$ cat src/rtl/iob_cache_rd_pkg.sv
// rtl/iob_cache_rd_pkg.sv - state encoding and width helpers for the cache line-fill read channel
package iob_cache_rd_pkg;

    localparam logic [1:0] IDLE      = 2'd0;
    localparam logic [1:0] HANDSHAKE = 2'd1;
    localparam logic [1:0] END       = 2'd2;

    // log2 of bytes per word for a word of data_w bits
    function automatic int calc_nbytes_w(input int data_w);
        return $clog2(data_w / 8);
    endfunction

    // log2 of back-end beats per cache line
    function automatic int calc_line2be_w(input int word_offset_w, input int data_w,
                                          input int be_data_w);
        return word_offset_w - $clog2(be_data_w / data_w);
    endfunction

endpackage

$ cat src/rtl/iob_cache_rd_beat_ctr.sv
// rtl/iob_cache_rd_beat_ctr.sv - modulo-2^W beat counter with load, enable and last-beat flag
//
// Ports:
//   clk      rising-edge clock
//   reset    synchronous active-low clear (count returns to 0)
//   load     load load_val (wins over en)
//   load_val value loaded on load
//   en       advance by one, wrapping modulo 2^W
//   cnt      current count
//   last     cnt is all-ones (always 1 when W=0)
module iob_cache_rd_beat_ctr #(
    parameter  int W  = 2,
    localparam int CW = (W > 0) ? W : 1
) (
    input  logic          clk,
    input  logic          reset,
    input  logic          load,
    input  logic [CW-1:0] load_val,
    input  logic          en,
    output logic [CW-1:0] cnt,
    output logic          last
);

    // With W=0 there is a single beat per line: the mask pins the count at 0.
    localparam logic [CW-1:0] MASK = (W == 0) ? '0 : '1;

    logic [CW-1:0] cnt_q;

    always_ff @(posedge clk) begin
        if (!reset) begin
            cnt_q <= '0;
        end else if (load) begin
            cnt_q <= load_val & MASK;
        end else if (en) begin
            cnt_q <= (cnt_q + 1'b1) & MASK;
        end
    end

    assign cnt  = cnt_q;
    assign last = (cnt_q == MASK);

endmodule

$ cat src/rtl/iob_cache_read_channel.sv
// rtl/iob_cache_read_channel.sv - cache line-fill engine streaming back-end beats into the data memory
//
// Optional feature: define IOB_CACHE_RD_WRAP_FIRST_EN for critical-word-first fills
// (beat index starts at the missing word's back-end word and wraps around the line).
//
// Ports:
//   clk, reset              clock, synchronous active-low reset
//   replace_valid/addr      line-fill request and front-end word address of the miss
//   replace                 fill in progress
//   read_valid/addr/data    one back-end word written into the line at beat index read_addr
//   be_addr/valid/ready     back-end read request; be_rdata valid when be_ready is high
//   be_rdata                back-end read data
module iob_cache_read_channel
    import iob_cache_rd_pkg::*;
#(
    parameter  int ADDR_W        = 32,
    parameter  int DATA_W        = 32,
    parameter  int BE_ADDR_W     = 32,
    parameter  int BE_DATA_W     = 32,
    parameter  int WORD_OFFSET_W = 3,
    localparam int NBYTES_W      = calc_nbytes_w(DATA_W),
    localparam int BE_NBYTES_W   = calc_nbytes_w(BE_DATA_W),
    localparam int LINE2BE_W     = calc_line2be_w(WORD_OFFSET_W, DATA_W, BE_DATA_W),
    localparam int IDX_W         = (LINE2BE_W > 0) ? LINE2BE_W : 1
) (
    input  logic                       clk,
    input  logic                       reset,
    input  logic                       replace_valid,
    input  logic [ADDR_W-NBYTES_W-1:0] replace_addr,
    output logic                       replace,
    output logic                       read_valid,
    output logic [IDX_W-1:0]           read_addr,
    output logic [BE_DATA_W-1:0]       read_data,
    output logic [BE_ADDR_W-1:0]       be_addr,
    output logic                       be_valid,
    input  logic                       be_ready,
    input  logic [BE_DATA_W-1:0]       be_rdata
);

    localparam int LINE_W = ADDR_W - NBYTES_W - WORD_OFFSET_W;

    logic [1:0]        state;
    logic [LINE_W-1:0] line_addr;
    logic              start;
    logic              beat;
    logic              last_beat;
    logic [IDX_W-1:0]  idx;
    logic [IDX_W-1:0]  idx_start;
    logic              idx_last;
    logic [ADDR_W-1:0] full_addr;
    logic              unused_word_off;

    // The word-offset bits only matter for critical-word-first start positions.
    assign unused_word_off = ^replace_addr[WORD_OFFSET_W-1:0];

    assign start = (state == IDLE) && replace_valid;
    assign beat  = (state == HANDSHAKE) && be_ready;

    iob_cache_rd_beat_ctr #(.W(LINE2BE_W)) u_idx_ctr (
        .clk      (clk),
        .reset    (reset),
        .load     (start),
        .load_val (idx_start),
        .en       (beat),
        .cnt      (idx),
        .last     (idx_last)
    );

`ifdef IOB_CACHE_RD_WRAP_FIRST_EN
    logic [IDX_W-1:0] cnt;
    logic             cnt_last;
    logic             unused_idx_last;

    // Start at the back-end word holding the missing front-end word.
    if (LINE2BE_W > 0) begin : g_wrap_start
        assign idx_start = replace_addr[WORD_OFFSET_W-1 -: IDX_W];
    end else begin : g_wrap_start_zero
        assign idx_start = '0;
    end

    // The index wraps, so the end of the burst is detected by a separate beat count.
    iob_cache_rd_beat_ctr #(.W(LINE2BE_W)) u_cnt_ctr (
        .clk      (clk),
        .reset    (reset),
        .load     (start),
        .load_val ('0),
        .en       (beat),
        .cnt      (cnt),
        .last     (cnt_last)
    );

    assign last_beat       = cnt_last;
    assign unused_idx_last = idx_last ^ (^cnt);
`else
    assign idx_start = '0;
    assign last_beat = idx_last;
`endif

    always_ff @(posedge clk) begin
        if (!reset) begin
            state     <= IDLE;
            line_addr <= '0;
        end else begin
            case (state)
                IDLE: begin
                    if (replace_valid) begin
                        state     <= HANDSHAKE;
                        line_addr <= replace_addr[ADDR_W-NBYTES_W-1:WORD_OFFSET_W];
                    end
                end
                HANDSHAKE: begin
                    if (be_ready && last_beat) begin
                        state <= END;
                    end
                end
                END:     state <= IDLE;
                default: state <= IDLE;
            endcase
        end
    end

    if (LINE2BE_W > 0) begin : g_be_addr_idx
        assign full_addr = {line_addr, idx, {BE_NBYTES_W{1'b0}}};
    end else begin : g_be_addr_line
        assign full_addr = {line_addr, {BE_NBYTES_W{1'b0}}};
    end

    assign be_addr    = BE_ADDR_W'(full_addr);
    assign be_valid   = (state == HANDSHAKE);
    assign replace    = (state == HANDSHAKE) || (state == END);
    // A beat arriving in the same cycle as reset is dropped.
    assign read_valid = beat && reset;
    assign read_addr  = idx;
    assign read_data  = be_rdata;

endmodule
$ cat config.mk
export PLATFORM = sky130hd
export DESIGN_NAME = iob_cache_read_channel
export DESIGN_NICKNAME = d
export VERILOG_FILES = /design/src/rtl/iob_cache_rd_pkg.sv /design/src/rtl/iob_cache_rd_beat_ctr.sv /design/src/rtl/iob_cache_read_channel.sv
export SDC_FILE = /design/constraint.sdc
export NUM_CORES = 1
export LEC_CHECK = 0
export BUFFER_PORTS_ARGS = -buffer_cell sky130_fd_sc_hd__buf_2
export CORE_MARGIN = 2
export CORE_UTILIZATION = 35
export DETAILED_ROUTE_END_ITERATION = 8
export PLACE_DENSITY = 0.76
export SLEW_MARGIN = 5
export SYNTH_ARGS = -nofsm -noshare
export SYNTH_HDL_FRONTEND = slang
export SYNTH_SLANG_ARGS = --single-unit
export TNS_END_PERCENT = 30
$ cat constraint.sdc
create_clock -name clk -period 1.2 [get_ports clk]
set_input_delay 0.18 -clock clk [delete_from_list [all_inputs] [get_ports clk]]
set_output_delay 0.18 -clock clk [all_outputs]
set_load 0.005 [all_outputs]
==> metrics.md <==
| Metric | Value |
|---|---|
| Setup TNS | `-0.09001 ns` |
| Die outline area | `5299 µm²` |
| Global-route wire length before repair | `4.726 mm` |
| CP endpoint kind | `output port` |
| Post-DP Area | `1808 µm²` |
| Max VDD drop | `0.0004945 V` |
| DR WL met3 | `271 µm` |
| Unrepaired setup endpoints after global routing | `yes` |
| Worst Skew | `0.009495 ns` |
| Buffer and inverter count on the worst path | `2` |
| Kind of cell adding the most delay to the critical path | `flip-flops` |
| Critical-path maximum fanout | `4` |
| Vias in the first global route | `1,074` |
| DP Worst Slack | `-0.03936 ns` |
| PnR worst setup slack | `-0.05886 ns` |
| CTS Root Cell | `clkbuf_8` |
| DRC viols | `0` |
| Total grt overflow | `0` |
| Clock buffer depth | `2` |
| N_diodes | `0` |
| Cells after Synth | `187` |
| Min cycle time layout | `1.259 ns` |
| Final wirelength | `3.175 mm` |
| Clock Latency Late Sink | `0.28 ns` |
| Startpoint types | `flip-flop` |
| Slowest-stage cell, CP | `dfxtp_2` |
| Fin. max-slew vios | `0` |
| Iteration count of the initial detailed-routing pass | `4` |
| Sequential standard cell area | `645.6 µm²` |
| Clk sink count | `32` |
| # rows | `25` |
| Distinct cells, synth | `23` |
| Number of port buffers | `66` |
| Htree depth | `2` |
| Final instance area | `1974 µm²` |
| Failing checks | `negative setup slack` |
| Proportion of netlist area held by the largest area contributor | `0.3867` |
| Finish-stage setup viols | `2` |
| Multi-input gate area | `701.9 µm²` |
| Via count | `1,242` |
| P&R area growth vs syn | `19.18%` |
| Largest net degree at the start of global routing | `23` |
| Tot Pwr | `3.018 mW` |
| WP data required | `1.02 ns` |
| Hold bufs inserted after CTS | `0` |
| Final Core Density | `0.4265` |
| CP max stage delay | `0.34 ns` |
| Top cells by area, synth | `dfxtp_1, buf_4, nand2_1` |
| Wire per inst | `11.30 µm` |
| Avg Inst Size Synth | `8.859 µm²` |
| Flops & latches, synth | `32` |
| Mapped Area | `1657 µm²` |
| Reg clk slew, reported paths | `0.07 ns` |
| I/O pin cnt | `136` |
| Synth Warn # | `0` |
| Worst-path cell chain | `inv_4, ha_4, and3_1, buf_2` |
| Die Ht | `72.80 µm` |
| Initial Util | `0.3578` |
| Sequential fraction of the synthesis area | `0.3867` |
| Status | `complete, but fails checks` |
| Worst EP arrival | `1.08 ns` |
| FMAX | `794.4 MHz` |
| CTS tree | `done` |
| Final worst path period share | `1.049` |
| Via density | `4.420` |
| Top routing layer in use | `met4` |
| GPL Wtd Cong | `0.6501` |
| Lkg Pwr | `0.9413 nW` |
| Nets | `297` |
| Initial antenna violation count | `0` |
| Layout cells sized above 1 | `0.4978` |
| HP Class | `input pin to flip-flop` |
| Number of fill cells | `477` |
| GRT Total Usage | `0.1160` |
| M1 WL | `1.293 mm` |
| Core Box Area | `4629 µm²` |
| Max-cap violations | `0` |
| Area leader, netlist | `dfxtp_1` |
| Die X | `72.80 µm` |
| Wire length on met2 | `1.562 mm` |
| DP HPWL | `2.270 mm` |
| 1st-iter DRT viols | `34` |
| Crit Path Category | `flip-flop to output port` |
| Inserted Clock Buffers | `5` |
| Hold Vio Cnt, Final | `0` |
| P per Cell Area | `1529 nW/µm²` |
| ANT nets after route | `0` |
[flip-flops by register name, summed over array words and instances (netlist names)]
register and cells:
state 2, u_idx_ctr.cnt 3, line_addr 27
[stage by stage]
step / cells / hold WS (ns)
4_1_cts: 281 / 0.1323
3_3_place_gp: 270 / 0.3600
5_1_grt: 281 / 0.1369
2_1_floorplan: 188 / 0.3214
6_report: 281 / 0.1319
3_5_place_dp: 270 / 0.3600
[cell usage in the layout, fill, tap and decap left out, drive strengths merged, types with 2 or more instances in the layout]
cell type,netlist,final
ha,5,5
nand2,62,62
dfxtp,32,32
clkbuf,2,8
nand3,2,2
inv,2,2
buf,43,76
conb,1,2
a21oi,3,3
a21boi,27,27
[logic make-up after synthesis]
logic type | count (synthesis) | share of synthesized area
xor gates and xnor gates | 1 | 0.005288
DFF | 32 | 0.3867
AOI/OAI and AO/OA | 32 | 0.1858
and+or+nand+nor | 68 | 0.1639
adders and majority gates | 5 | 0.03776
other | 1 | 0.002264
buffers and inverters | 47 | 0.2122
muxes | 1 | 0.006043
[layout make-up]
class / count / share of cell area
clock buffers: 8 / 0.04563
well taps: 54 / 0.03422
flip-flops and latches: 32 / 0.3270
inverters: 2 / 0.006337
multi-input cells: 109 / 0.3555
repair buffers: 76 / 0.2313
[power by group]
| group | switching [mW] | internal [mW] |
|---|---|---|
| Sequential | 0.0726 | 1.19 |
| Combinational | 0.437 | 0.478 |
| Clock | 0.372 | 0.467 |
[Yosys cell counts]
cell type and number:
and2b_2 1, dfxtp_1 32, clkbuf_1 2, a21boi_2 20, buf_6 1, buf_4 38, conb_1 1, buf_2 2
o211a_1 1, a21boi_0 7, a21oi_1 3, o21ai_0 1, buf_8 2, and3_1 1, inv_1 2, nand2_1 61
nor2_1 1, mux2i_1 1, nand2_2 1, xor2_1 1, ha_1 5, nand3_1 2, and2_2 1
[layer usage]
layer  track usage  vias to the layer above
met3       0.03591                        5
met2        0.2081                       53
met5             0                        -
met1        0.1210                      553
li1              -                      631
met4       0.05967                        0
[path summary, 6_finish.rpt]
path | start | cells past startpoint | end | slack (ns)
hold reg to reg | line_addr[5]$_SDFFE_PN0P_ | 2 | line_addr[5]$_SDFFE_PN0P_ | 0.45
setup reg to reg | state[0]$_SDFFE_PN0P_ | 5 | state[0]$_SDFFE_PN0P_ | 0.02
setup / recovery | state[1]$_SDFFE_PN0P_ | 4 | read_valid | -0.06
hold / removal | replace_addr[10] | 3 | line_addr[7]$_SDFFE_PN0P_ | 0.13
[repair_timing]
action	in CTS	in global routing
setup endpoints to repair	18	31
resized for setup	12	6
pin swaps	1	1
buffers inserted	3	0
hold endpoints to repair	0	0
[worst reg2reg max path, stage by stage, from the launching register on]
cell	delay, ns
dfxtp_4	0.39
inv_4	0.05
ha_4	0.16
and2b_2	0.21
a21oi_2	0.12
mux2i_1	0.19
(Power assumes the default switching activity.)
